--- src/rtl/max7219_rx.sv ---
// max7219_rx: far-end receiver for the MAX7219 3-wire serial link.
// Oversamples cs_n/sclk/mosi with clk, decodes 16-bit frames and keeps a
// shadow of the MAX7219 register file plus the rebuilt BCD time word.
// Ports:
//   clk, rst             system clock, synchronous active-high reset
//   spi_cs_n/sclk/mosi   asynchronous serial pins (data sampled on sclk rise)
//   frame_valid/err      one-cycle pulses for accepted / rejected frames
//   frame_addr/data      address and data of the last accepted frame
//   digit_data ...       shadow registers (digits, decode, intensity, ...)
//   time_data            low nibbles of reg8..reg1, combinational
module max7219_rx #(
  parameter int unsigned SYNC_STAGES = 2
) (
  input  logic        clk,
  input  logic        rst,
  input  logic        spi_cs_n,
  input  logic        spi_sclk,
  input  logic        spi_mosi,
  output logic        frame_valid,
  output logic        frame_err,
  output logic [3:0]  frame_addr,
  output logic [7:0]  frame_data,
  output logic [63:0] digit_data,
  output logic [7:0]  decode_mode,
  output logic [3:0]  intensity,
  output logic [2:0]  scan_limit,
  output logic        shutdown_n,
  output logic        display_test,
  output logic [31:0] time_data
);

  localparam int unsigned CNT_W      = 5;
  localparam int unsigned FRAME_BITS = 16;
  // Bits 15:12 of a frame are don't-care, so only the low 12 are kept.
  localparam int unsigned KEEP_BITS  = 12;

  typedef enum logic [1:0] {
    IDLE  = 2'd0,
    SHIFT = 2'd1,
    CHECK = 2'd2
  } state_e;

  state_e                 state_q, state_d;
  logic [SYNC_STAGES-1:0] cs_sync_q, cs_sync_d;
  logic [SYNC_STAGES-1:0] sclk_sync_q, sclk_sync_d;
  logic [SYNC_STAGES-1:0] mosi_sync_q, mosi_sync_d;
  logic [SYNC_STAGES:0]   vld_q, vld_d;
  logic                   cs_prev_q, cs_prev_d;
  logic                   sclk_prev_q, sclk_prev_d;
  logic [KEEP_BITS-1:0]   shift_q, shift_d;
  logic [CNT_W-1:0]       bit_cnt_q, bit_cnt_d;
  logic                   frame_valid_q, frame_valid_d;
  logic                   frame_err_q, frame_err_d;
  logic [3:0]             frame_addr_q, frame_addr_d;
  logic [7:0]             frame_data_q, frame_data_d;
  logic [63:0]            digit_data_q, digit_data_d;
  logic [7:0]             decode_mode_q, decode_mode_d;
  logic [3:0]             intensity_q, intensity_d;
  logic [2:0]             scan_limit_q, scan_limit_d;
  logic                   shutdown_n_q, shutdown_n_d;
  logic                   display_test_q, display_test_d;

  logic       cs_s, sclk_s, mosi_s, pipe_ok;
  logic       cs_fall, cs_rise, sclk_rise;
  logic [3:0] addr;
  logic [7:0] data;
  logic [2:0] digit_idx;

  // Synchronized pins and edge detection. vld tracks which pipeline stages
  // hold real samples since reset, so reset values cannot fake a cs_n fall
  // when reset is released in the middle of a frame.
  always_comb begin
    cs_s      = cs_sync_q[SYNC_STAGES-1];
    sclk_s    = sclk_sync_q[SYNC_STAGES-1];
    mosi_s    = mosi_sync_q[SYNC_STAGES-1];
    pipe_ok   = vld_q[SYNC_STAGES];
    cs_fall   = pipe_ok & cs_prev_q & ~cs_s;
    cs_rise   = pipe_ok & ~cs_prev_q & cs_s;
    // Gated by the previous cs sample so a sclk edge coincident with the
    // cs_n rise is still shifted in.
    sclk_rise = pipe_ok & ~sclk_prev_q & sclk_s & ~cs_prev_q;
  end

  // Frame decode, next-state and register-map write.
  always_comb begin
    cs_sync_d      = {cs_sync_q[SYNC_STAGES-2:0], spi_cs_n};
    sclk_sync_d    = {sclk_sync_q[SYNC_STAGES-2:0], spi_sclk};
    mosi_sync_d    = {mosi_sync_q[SYNC_STAGES-2:0], spi_mosi};
    vld_d          = {vld_q[SYNC_STAGES-1:0], 1'b1};
    cs_prev_d      = cs_s;
    sclk_prev_d    = sclk_s;
    state_d        = state_q;
    shift_d        = shift_q;
    bit_cnt_d      = bit_cnt_q;
    frame_valid_d  = 1'b0;
    frame_err_d    = 1'b0;
    frame_addr_d   = frame_addr_q;
    frame_data_d   = frame_data_q;
    digit_data_d   = digit_data_q;
    decode_mode_d  = decode_mode_q;
    intensity_d    = intensity_q;
    scan_limit_d   = scan_limit_q;
    shutdown_n_d   = shutdown_n_q;
    display_test_d = display_test_q;
    addr           = shift_q[11:8];
    data           = shift_q[7:0];
    digit_idx      = 3'(addr - 4'd1);

    unique case (state_q)
      IDLE: begin
        if (cs_fall) begin
          shift_d   = '0;
          bit_cnt_d = '0;
          state_d   = SHIFT;
        end
      end
      SHIFT: begin
        if (sclk_rise) begin
          shift_d = {shift_q[KEEP_BITS-2:0], mosi_s};
          if (bit_cnt_q != '1) bit_cnt_d = bit_cnt_q + CNT_W'(1);
        end
        if (cs_rise) state_d = CHECK;
      end
      CHECK: begin
        state_d = IDLE;
        if (bit_cnt_q == CNT_W'(FRAME_BITS)) begin
          frame_valid_d = 1'b1;
          frame_addr_d  = addr;
          frame_data_d  = data;
          case (addr)
            4'h1, 4'h2, 4'h3, 4'h4,
            4'h5, 4'h6, 4'h7, 4'h8: digit_data_d[{digit_idx, 3'b000} +: 8] = data;
            4'h9:    decode_mode_d  = data;
            4'hA:    intensity_d    = data[3:0];
            4'hB:    scan_limit_d   = data[2:0];
            4'hC:    shutdown_n_d   = data[0];
            4'hF:    display_test_d = data[0];
            default: ;
          endcase
        end else begin
          frame_err_d = 1'b1;
        end
      end
      default: state_d = IDLE;
    endcase
  end

  // Time word: low nibble of each digit register.
  always_comb begin
    time_data = '0;
    for (int i = 0; i < 8; i++) begin
      time_data[i*4 +: 4] = digit_data_q[i*8 +: 4];
    end
  end

  always_ff @(posedge clk) begin
    if (rst) begin
      state_q        <= IDLE;
      cs_sync_q      <= '1;
      sclk_sync_q    <= '0;
      mosi_sync_q    <= '0;
      vld_q          <= '0;
      cs_prev_q      <= 1'b1;
      sclk_prev_q    <= 1'b0;
      shift_q        <= '0;
      bit_cnt_q      <= '0;
      frame_valid_q  <= 1'b0;
      frame_err_q    <= 1'b0;
      frame_addr_q   <= '0;
      frame_data_q   <= '0;
      digit_data_q   <= '0;
      decode_mode_q  <= '0;
      intensity_q    <= '0;
      scan_limit_q   <= '0;
      shutdown_n_q   <= 1'b0;
      display_test_q <= 1'b0;
    end else begin
      state_q        <= state_d;
      cs_sync_q      <= cs_sync_d;
      sclk_sync_q    <= sclk_sync_d;
      mosi_sync_q    <= mosi_sync_d;
      vld_q          <= vld_d;
      cs_prev_q      <= cs_prev_d;
      sclk_prev_q    <= sclk_prev_d;
      shift_q        <= shift_d;
      bit_cnt_q      <= bit_cnt_d;
      frame_valid_q  <= frame_valid_d;
      frame_err_q    <= frame_err_d;
      frame_addr_q   <= frame_addr_d;
      frame_data_q   <= frame_data_d;
      digit_data_q   <= digit_data_d;
      decode_mode_q  <= decode_mode_d;
      intensity_q    <= intensity_d;
      scan_limit_q   <= scan_limit_d;
      shutdown_n_q   <= shutdown_n_d;
      display_test_q <= display_test_d;
    end
  end

  assign frame_valid  = frame_valid_q;
  assign frame_err    = frame_err_q;
  assign frame_addr   = frame_addr_q;
  assign frame_data   = frame_data_q;
  assign digit_data   = digit_data_q;
  assign decode_mode  = decode_mode_q;
  assign intensity    = intensity_q;
  assign scan_limit   = scan_limit_q;
  assign shutdown_n   = shutdown_n_q;
  assign display_test = display_test_q;

endmodule

--- config.mk ---
export PLATFORM = sky130hd
export DESIGN_NAME = max7219_rx
export DESIGN_NICKNAME = d
export VERILOG_FILES = /design/src/rtl/max7219_rx.sv
export SDC_FILE = /design/constraint.sdc
export NUM_CORES = 1
export LEC_CHECK = 0
export BUFFER_PORTS_ARGS = -buffer_cell sky130_fd_sc_hd__buf_4
export CORE_MARGIN = 3
export CORE_UTILIZATION = 30
export CTS_BUF_LIST = sky130_fd_sc_hd__clkbuf_4 sky130_fd_sc_hd__clkbuf_8
export CTS_CLUSTER_DIAMETER = 50
export DETAILED_ROUTE_END_ITERATION = 7
export GPL_TIMING_DRIVEN = 1
export PLACE_DENSITY = 0.49
export SLEW_MARGIN = 20
export SYNTH_ARGS = -nofsm -noshare
export SYNTH_HDL_FRONTEND = slang
export SYNTH_SLANG_ARGS = --single-unit
export TNS_END_PERCENT = 5
--- constraint.sdc ---
create_clock -name clk -period 2.6 [get_ports clk]
set_input_delay 0.39 -clock clk [delete_from_list [all_inputs] [get_ports clk]]
set_output_delay 0.39 -clock clk [all_outputs]
set_load 0.02 [all_outputs]
==> results of run 1 <==
## final cells by class
cell class | instances | area, um2
Fill cell | 1788 | 10600
Multi-Input combinational cell | 410 | 2470
Clock buffer | 25 | 319
Sequential cell | 125 | 2500
Clock inverter | 6 | 108
Tap cell | 225 | 282
Inverter | 7 | 26.3
Timing Repair Buffer | 156 | 1170
## state kept, by name, summed over array words and instances, names as in the netlist, 3 cells and up
signal and flops:
scan_limit 3, bit_cnt_q 5, frame_data 8, frame_addr 4
decode_mode 8, vld_q 3, shift_q 12, intensity 4
digit_data 64
## per-layer routing
metal | routed length (um) | track usage, % | up-vias
li1 | - | - | 2341
met1 | 7050 | 20.1 | 2204
met2 | 7090 | 23.8 | 117
met3 | 882 | 5.39 | 6
met4 | 71 | 3.98 | 0
met5 | 0 | 0 | -
## how the worst min path moves through the flow
stage	from	to	slack, ns	depth (start not counted)
2_1_floorplan	cs_sync_q[0]	cs_sync_q[1]	0.39	1
3_3_place_gp	cs_sync_q[0]	cs_sync_q[1]	0.39	1
3_5_place_dp	cs_sync_q[0]	cs_sync_q[1]	0.40	1
4_1_cts	spi_cs_n	cs_sync_q[0]	0.10	2
5_1_grt	spi_cs_n	cs_sync_q[0]	0.1	2
6_report	spi_cs_n	cs_sync_q[0]	0.14	2
## critical path: cells and delay by family, from the launching register on
kind                     cells  cell delay, ns
AO/OA/AOI/OAI                2            0.69
AND/OR/NAND/NOR              2            0.40
XOR/XNOR                     1            0.19
buffers and inverters        2            0.21
adder cells (fa/ha/maj)      2            0.55
flip-flops                   1            0.32
## cells in the mapped netlist, drive strengths merged, types with 6 or more instances
| library cell | count |
|---|---|
| or3 | 50 |
| o21ai | 62 |
| nor4bb | 6 |
| ha | 10 |
| or2 | 6 |
| mux2i | 33 |
| buf | 39 |
| nand4 | 6 |
| dfxtp | 125 |
| nand2 | 83 |
| clkbuf | 47 |
| nor2 | 22 |
| nor2b | 12 |
| o2111ai | 13 |
| inv | 6 |
| a21oi | 79 |
## cell families after synthesis
family	after synthesis	synth area share, %
and+or+nand+nor	202	19.3
AOI/OAI and AO/OA	163	16.7
DFF	125	46.3
buffers and inverters	93	8.80
muxes	33	6.12
adders and majority gates	10	2.32
xor gates and xnor gates	2	0.463
## power groups by stage
stage	clock, mW	combinational, mW	sequential (mW)
floorplan	0	0.0372	1.97
global placement	0	0.0513	1.97
detailed placement	0	0.0522	1.97
CTS	1.87	0.0521	1.93
global route	1.97	0.0573	1.93
finish	1.82	0.0517	1.93
## timing repair
action                                  4_1_cts  5_1_grt
setup buffers                                 0        1
endpoints found under the setup margin        0       35
resized for setup                             0        5
## stage by stage
stage | utilization (%) | area [um2] | power (mW) | instances | setup WS (ns)
6_report | 39.4 | 6880 | 3.79 | 954 | 0.165
5_1_grt | 39.4 | 6880 | 3.95 | 954 | -0.000517
3_3_place_gp | 36.8 | 6430 | 2.02 | 922 | 0.221
3_5_place_dp | 36.8 | 6430 | 2.02 | 922 | 0.106
2_1_floorplan | - | 5420 | 2.00 | 628 | 0.00882
4_1_cts | 39.3 | 6860 | 3.85 | 953 | 0.0959
==> metrics.yaml, run 1 <==
clocking:
  cts_tree: "done"
  postCtsHoldBufs: 0
  htreeDepth: 4
  clockBufferDepth: 2
  root_buffer: "clkbuf_8"
  worstSkewPairLatency_ns: 0.43
  path_clk_slew_ns: 0.07
  cts_made_buffers: 17
  cts.sinks: 125
finish:
  area_delta_synth_final_pct: 27.4
  final_common_cell: "buf_4"
  mostFrequentLayoutCells: "buf_4 (156), dfxtp_1 (125), nand2_1 (83)"
  nNetsFinal: 732
  drive_above_1_share_pct: 27.8
  diodes: 0
detailed_routing:
  first_pass_iters: 4
  drc: 0
  detail-route-antenna-nets: 0
  via_count: 4668
  wl_per_cell_um: 15.8
  first_iter_violations: 330
  via_per_inst: 4.89
  drt-total-wl_mm: 15.1
outcome:
  outcome: "finished, final reports clean"
logic_synthesis:
  synth_top_area_share_pct: 46.3
  async_reset_ff_share_pct: 0
  synth_area_leaders: "dfxtp_1 (46%), a21oi_1 (7.3%), mux2i_1 (6.1%)"
  synth_warnings: 0
  syn_area_per_cell_um2: 8.60
  synthesis.area_mm2: 0.00540
  ys_ff_latch: 125
  synth_nets: 643
  synth_edf_count: 0
  yosysUniqueCellTypes: 38
  seq_area_frac_synth_pct: 46.3
  ys.flop_type: "dfxtp_1"
  synth_top_cell_by_area: "dfxtp_1"
  syn_inst: 628
placed_design:
  hpwl_mm: 10.3
  io_buffers: 131
  place_congestion: 0.811
timing:
  fin_skew_ns: 0.00712
  setup-tns-final_ns: 0
  whs_ns: 0.137
  slew_viol_final: 0
  period_needed_ns: 2.44
  clock.fmax_mhz: 411
  slew_headroom_pct: 50.6
  hold_viol_final: 0
  setup_violations: 0
  tightest_slew_ns: 0.740
  min_period_over_period_pct: 93.7
power_and_ir_drop:
  internal_power_mw: 3.02
  swShare_pct: 20.4
  seqPwrFrac_pct: 50.8
  p_switching_uw: 772
  vdd_drop_max_mv: 0.277
  p_comb_share_pct: 1.4
  power.leakage_nw: 2.75
  cellPowerDensity_mw_per_mm2: 551
  pwr-share-clk_pct: 47.9
global_routing:
  grt_max_degree: 65
  antenna_found_initial: 0
  gr-total-overflow: 0
  grt_pass1_vias: 4544
  grt_pass1_wl_mm: 23.8
  track_usage_pct: 15.2
critical_path:
  cp_max_fo: 16
  crit_path_start_kind: "register"
  endpoint: "digit_data[25]"
  cp-startpoint: "shift_q[9]"
  worstPathCellList: "inv_1 -> ha_2 -> xor2_2 -> inv_2 -> ha_4 -> nand2_1 -> a2111o_2 -> or3_1 -> a21oi_1"
  r2r-start: "shift_q[9]"
  arrival_ns: 2.79
  crit_required_ns: 2.96
  slowest_delay_ns: 0.56
  slowest_stage: "a2111o_2"
  crit_type: "reg -> reg"
  worst_r2r_endpoint: "digit_data[25]"
  crit_path_end_kind: "register"
  ff2ff_path_depth: 9
  reg2reg_setup_slack_ns: 0.16
job:
  drv_cap: 0
floorplanning:
  core-area_mm2: 0.0175
  die_h_um: 140
  start_util_pct: 30.9
  dieArea_mm2: 0.0197
  dieWidth_um: 140
  ioPinCount: 132
  rows: 48
min_path:
  hp-class: "in -> reg"
No activity file was read; power rests on OpenSTA's default activity.
==> inputs of run 2 (changes only) <==
--- a/config.mk
+++ b/config.mk
@@ -12,7 +12,7 @@
 export CTS_CLUSTER_DIAMETER = 50
 export DETAILED_ROUTE_END_ITERATION = 7
 export GPL_TIMING_DRIVEN = 1
-export PLACE_DENSITY = 0.49
+export PLACE_DENSITY = 0.57
 export SLEW_MARGIN = 20
 export SYNTH_ARGS = -nofsm -noshare
 export SYNTH_HDL_FRONTEND = slang
==> constraint.sdc (replaced) <==
create_clock -name clk -period 2.98 [get_ports clk]
set_input_delay 0.447 -clock clk [delete_from_list [all_inputs] [get_ports clk]]
set_output_delay 0.447 -clock clk [all_outputs]
set_load 0.02 [all_outputs]
==> run 2 against run 1 <==
Worst setup slack improved by 0.15 ns. Critical path depth unchanged. Register-to-register slack improved by 0.15 ns. Power decreased by 16%. Wire length decreased by 2.1%. Count of clock-buffer cells in the layout decreased by 2. Combinational power decreased by 13%. Largest cell class unchanged. Utilization decreased by 0.59 points.
==> metrics.yaml, run 2 (synthesis results as in run 1) <==
finish:
  nNetsFinal: 725  # was 732
  multiInputGateArea_mm2: 0.00245  # was 0.00247 mm2
  area_delta_synth_final_pct: 25.5  # was 27.4%
  diodes: 0  # unchanged
  design_area_mm2: 0.00678  # was 0.00688 mm2
  n_fill_cell: 1797  # was 1,788
  final_core_util_pct: 38.8  # was 39.4%
  largest_reg_flops: 64  # unchanged
  drive_above_1_share_pct: 26.8  # was 27.8%
  final_common_cell: "buf_4"  # unchanged
  instances_no_fill: 946  # was 954
  regArea_mm2: 0.00250  # unchanged
  mostFrequentLayoutCells: "buf_4 (148), dfxtp_1 (125), nand2_1 (83)"  # was buf_4 (156), dfxtp_1 (125), nand2_1 (83)
critical_path:
  cp.buffers_inverters: 2  # unchanged
  cp_max_fo: 16  # unchanged
  crit_type: "reg -> reg"  # unchanged
  path_delay_family: "compound AO/OA/AOI/OAI gates"  # unchanged
  worstPathCellList: "inv_1 -> ha_1 -> xor2_2 -> inv_2 -> ha_2 -> nand2_1 -> a2111o_2 -> or3_1 -> a21oi_1"  # was inv_1 -> ha_2 -> xor2_2 -> inv_2 -> ha_4 -> nand2_1 -> a2111o_2 -> or3_1 -> a21oi_1
  slowest_delay_ns: 0.57  # was 0.56 ns
  slowest_stage: "a2111o_2"  # unchanged
  crit_path_end_kind: "register"  # unchanged
  crit_path_start_kind: "register"  # unchanged
  crit_required_ns: 3.34  # was 2.96 ns
  arrival_ns: 3.03  # was 2.79 ns
clocking:
  cts_tree: "done"  # unchanged
  cts_made_buffers: 17  # unchanged
  path_clk_slew_ns: 0.07  # about the same
  postCtsHoldBufs: 0  # unchanged
  root_buffer: "clkbuf_8"  # unchanged
  worstSkewPairLatency_ns: 0.44  # was 0.43 ns
  clockBufferDepth: 2  # unchanged
  htreeDepth: 4  # unchanged
  cts.sinks: 125  # unchanged
global_routing:
  grt_pass1_vias: 4239  # was 4,544
  grt_max_degree: 98  # was 65
  gr-total-overflow: 0  # unchanged
  grt_pass1_wl_mm: 23.1  # was 23.8 mm
  track_usage_pct: 14.7  # was 15.2%
  antenna_found_initial: 0  # unchanged
detailed_routing:
  detail-route-antenna-nets: 0  # unchanged
  drt-total-wl_mm: 14.8  # was 15.1 mm
  drc: 0  # unchanged
  first_iter_violations: 429  # was 330
  via_per_inst: 4.87  # was 4.89
  via_count: 4609  # was 4,668
  wl_per_cell_um: 15.6  # was 15.8 um
  first_pass_iters: 4  # unchanged
timing:
  slew_viol_final: 0  # unchanged
  slew_headroom_pct: 52.2  # was 50.6%
  clock.fmax_mhz: 375  # was 411 MHz
  hold_viol_final: 0  # unchanged
  setup-tns-final_ns: 0  # unchanged
  period_needed_ns: 2.67  # was 2.44 ns
  setup_violations: 0  # unchanged
  rsz0062_at_grt: "false"
  fin_skew_ns: 0.0135  # was 0.00712 ns
  min_period_over_period_pct: 89.6  # was 93.7%
  tightest_slew_ns: 0.713  # was 0.740 ns
power_and_ir_drop:
  pwr-share-clk_pct: 45.7  # was 47.9%
  cellPowerDensity_mw_per_mm2: 469  # was 551 mW/mm2
  internal_power_mw: 2.50  # was 3.02 mW
  power.leakage_nw: 2.70  # was 2.75 nW
  p_total_mw: 3.18  # was 3.79 mW
  p_comb_share_pct: 1.4  # about the same
  vdd_drop_max_mv: 0.300  # was 0.277 mV
  swShare_pct: 21.4  # was 20.4%
  seqPwrFrac_pct: 52.8  # was 50.8%
  p_switching_uw: 681  # was 772 uW
outcome:
  outcome: "finished, final reports clean"  # unchanged
floorplanning:
  dieWidth_um: 140  # unchanged
  ioPinCount: 132  # unchanged
  die_h_um: 140  # unchanged
  rows: 48  # unchanged
  dieArea_mm2: 0.0197  # unchanged
  core-area_mm2: 0.0175  # unchanged
  start_util_pct: 30.9  # unchanged
placed_design:
  io_buffers: 131  # unchanged
  place_inst: 915  # was 922
  place_congestion: 0.794  # was 0.811
  hpwl_mm: 9.78  # was 10.3 mm
  place_area_mm2: 0.00638  # was 0.00643 mm2
min_path:
  hp-class: "in -> reg"  # unchanged
job:
  drv_cap: 0  # unchanged
==> run 2: timing repair <==
item | CTS | global route
resized for setup | 0 | 4
setup buffers | 0 | 1
setup endpoints to repair | 0 | 32
==> run 2: metrics by stage <==
stage / worst slack (ns) / hold WS, ns
2_1_floorplan: 0.154 / 0.389
3_3_place_gp: 0.246 / 0.398
3_5_place_dp: 0.198 / 0.398
4_1_cts: 0.164 / 0.155
5_1_grt: 0.133 / 0.153
6_report: 0.311 / 0.190
==> run 2: power groups by stage <==
stage,logic (mW),registers (mW),clock network (mW)
2_1_floorplan,0.0325,1.72,0
3_3_place_gp,0.0452,1.72,0
3_5_place_dp,0.0449,1.72,0
4_1_cts,0.0449,1.68,1.50
5_1_grt,0.0497,1.68,1.58
6_report,0.0449,1.68,1.45
==> run 2: layout make-up <==
class	count	area share, %
multi-input cells	410	36.2
well taps	225	4.15
flip-flops and latches	125	36.9
inverters	7	0.388
clock buffers	23	4.30
clock inverters	7	1.33
repair buffers	149	16.7
==> run 2: worst paths after layout <==
check,slack [ns],end,cells after the start,from
hold / removal,0.19,cs_sync_q[0],2,spi_cs_n
setup / recovery,0.31,digit_data[8],9,shift_q[9]
setup reg to reg,0.31,digit_data[8],9,shift_q[9]
hold reg to reg,0.41,cs_sync_q[1],1,cs_sync_q[0]
==> run 2: layer usage <==
layer	wire length, um	up-vias	global-route usage [%]
li1	-	2318	-
met2	6390	146	21.0
met1	6900	2135	21.1
met5	0	-	0
met4	112	0	3.57
met3	1380	10	5.53
==> inputs of run 3 (changes only) <==
--- a/config.mk
+++ b/config.mk
@@ -7,12 +7,12 @@
 export LEC_CHECK = 0
 export BUFFER_PORTS_ARGS = -buffer_cell sky130_fd_sc_hd__buf_4
 export CORE_MARGIN = 3
-export CORE_UTILIZATION = 30
+export CORE_UTILIZATION = 59
 export CTS_BUF_LIST = sky130_fd_sc_hd__clkbuf_4 sky130_fd_sc_hd__clkbuf_8
 export CTS_CLUSTER_DIAMETER = 50
 export DETAILED_ROUTE_END_ITERATION = 7
 export GPL_TIMING_DRIVEN = 1
-export PLACE_DENSITY = 0.57
+export PLACE_DENSITY = 0.94
 export SLEW_MARGIN = 20
 export SYNTH_ARGS = -nofsm -noshare
 export SYNTH_HDL_FRONTEND = slang
==> run 3 against run 2 <==
First-iteration DRC count shrank 34%. Power grew 0.20%. Cell count shrank 13%. Wire length shrank 10%. Via count grew 4.9%. Die area shrank 47%. Register-to-register slack lost 0.12 ns. Hold slack gained 0.0091 ns. Sequential power is essentially flat. Count of clock-buffer cells in the layout shrank 6. Fmax shrank 4.2%. Critical path type unchanged. Critical endpoint is now digit_data[57]. Largest cell class unchanged.
==> metrics.yaml, run 3 (synthesis results as in run 1) <==
timing:
  setup_violations: 0  # unchanged
  hold_viol_final: 0  # unchanged
  finalWorstSetupSlack_ns: 0.194  # was 0.311 ns
  slew_headroom_pct: 41.3  # was 52.2%
  fin_skew_ns: 0.0141  # was 0.0135 ns
  min_period_over_period_pct: 93.5  # was 89.6%
  tightest_slew_ns: 0.876  # was 0.713 ns
  rsz0062_at_grt: "true"  # was false
  clock.fmax_mhz: 359  # was 375 MHz
  slew_viol_final: 0  # unchanged
  period_needed_ns: 2.79  # was 2.67 ns
finish:
  multiInputGateArea_mm2: 0.00246  # was 0.00245 mm2
  area_delta_synth_final_pct: 22.2  # was 25.5%
  drive_above_1_share_pct: 26.1  # was 26.8%
  nNetsFinal: 718  # was 725
  instances_no_fill: 824  # was 946
  regArea_mm2: 0.00250  # about the same
  mostFrequentLayoutCells: "buf_4 (141), dfxtp_1 (124), nand2_1 (83)"  # was buf_4 (148), dfxtp_1 (125), nand2_1 (83)
  largest_reg_flops: 64  # unchanged
  n_fill_cell: 618  # was 1,797
  diodes: 0  # unchanged
  final_common_cell: "buf_4"  # unchanged
clocking:
  path_clk_slew_ns: 0.08  # was 0.07 ns
  postCtsHoldBufs: 0  # unchanged
  worstSkewPairLatency_ns: 0.43  # was 0.44 ns
  htreeDepth: 4  # unchanged
  root_buffer: "clkbuf_8"  # unchanged
  cts_made_buffers: 17  # unchanged
  cts_tree: "done"  # unchanged
  cts.sinks: 125  # unchanged
  clockBufferDepth: 2  # unchanged
critical_path:
  slowest_delay_ns: 0.48  # was 0.57 ns
  worstPathCellList: "inv_1 -> ha_2 -> xor2_4 -> inv_2 -> ha_2 -> nor4bb_1 -> o211ai_1 -> or3_1 -> a21oi_1"  # was inv_1 -> ha_1 -> xor2_2 -> inv_2 -> ha_2 -> nand2_1 -> a2111o_2 -> or3_1 -> a21oi_1
  cp.buffers_inverters: 2  # unchanged
  crit_required_ns: 3.34  # about the same
  crit_type: "reg -> reg"  # unchanged
  crit_path_end_kind: "register"  # unchanged
  crit_path_start_kind: "register"  # unchanged
  path_delay_family: "simple AND/OR/NAND/NOR gates"  # was compound AO/OA/AOI/OAI gates
  crit_top_cell: "ha_2"
  slowest_stage: "or3_1"  # was a2111o_2
  arrival_ns: 3.15  # was 3.03 ns
  cp_max_fo: 16  # unchanged
power_and_ir_drop:
  p_total_mw: 3.19  # was 3.18 mW
  power.leakage_nw: 2.66  # was 2.70 nW
  vdd_drop_max_mv: 0.396  # was 0.300 mV
  cellPowerDensity_mw_per_mm2: 483  # was 469 mW/mm2
floorplanning:
  die_h_um: 102  # was 140 um
  start_util_pct: 61.3  # was 30.9%
  rows: 34  # was 48
  core-area_mm2: 0.00881  # was 0.0175 mm2
  dieArea_mm2: 0.0103  # was 0.0197 mm2
  dieWidth_um: 102  # was 140 um
  ioPinCount: 132  # unchanged
detailed_routing:
  via_per_inst: 5.87  # was 4.87
  wl_per_cell_um: 16.1  # was 15.6 um
  detail-route-antenna-nets: 0  # unchanged
  via_count: 4835  # was 4,609
  drc: 0  # unchanged
  drt-total-wl_mm: 13.2  # was 14.8 mm
  first_pass_iters: 5  # was 4
  first_iter_violations: 281  # was 429
placed_design:
  place_inst: 791  # was 915
  place_worst_setup_slack_ns: 0.0113  # was 0.198 ns
  hpwl_mm: 8.88  # was 9.78 mm
  place_congestion: 0.954  # was 0.794
  io_buffers: 131  # unchanged
job:
  drv_cap: 0  # unchanged
outcome:
  outcome: "finished, final reports clean"  # unchanged
global_routing:
  grt_pass1_wl_mm: 21.0  # was 23.1 mm
  grt_max_degree: 97  # was 98
  track_usage_pct: 25.5  # was 14.7%
  antenna_found_initial: 0  # unchanged
  grt_pass1_vias: 4437  # was 4,239
  gr-total-overflow: 0  # unchanged
min_path:
  hp-class: "in -> reg"  # unchanged
run 3: changes by cell type in the layout (fill, tap and decap cells not counted), moves of 2 or more:
cell	change
a2111o_1	+3
a2111o_2	-3
buf_4	-7
clkbuf_4	-4
clkbuf_8	-2
clkinv_4	+3
clkinvlp_4	+2
inv_6	+4
run 3: final timing paths:
path / start / end / slack [ns] / cells past startpoint
setup / recovery: shift_q[9] / digit_data[57] / 0.19 / 9
hold / removal: spi_cs_n / cs_sync_q[0] / 0.20 / 2
setup reg to reg: shift_q[9] / digit_data[57] / 0.19 / 9
hold reg to reg: cs_sync_q[0] / cs_sync_q[1] / 0.42 / 1
run 3: layer usage:
| layer | vias up | part of all wire, % | global-route usage [%] |
|---|---|---|---|
| li1 | 2305 | - | - |
| met1 | 2289 | 42 | 33.0 |
| met2 | 209 | 48 | 41.6 |
| met3 | 32 | 8.4 | 6.89 |
| met4 | 0 | 2.2 | 8.28 |
| met5 | - | 0 | 0 |
run 3: layout make-up:
| cell class | instances | area share, % |
|---|---|---|
| flip-flops and latches | 125 | 37.9 |
| multi-input cells | 410 | 37.3 |
| repair buffers | 142 | 16.3 |
| clock buffers | 17 | 3.54 |
| clock inverters | 15 | 2.44 |
| well taps | 108 | 2.05 |
| inverters | 7 | 0.398 |
run 3: where the power goes:
part / switching, mW / internal (mW)
sequential: 0.00433 / 1.68
combinational: 0.0295 / 0.0101
clock: 0.714 / 0.752
run 3: timing repair:
action                                  CTS  global route
endpoints found under the setup margin    0            48
gates resized for setup                   0             4
setup buffers                             0             1
run 3: per-stage QoR:
step	hold slack [ns]	utilization [%]	cell area (um2)	TNS, ns
after floorplan	0.389	-	5400	0
after global placement	0.392	70.2	6180	0
after detailed placement	0.398	70.2	6180	0
after CTS	0.189	74.7	6580	0
after global routing	0.190	75.0	6600	-0.257
final	0.199	75.0	6600	0
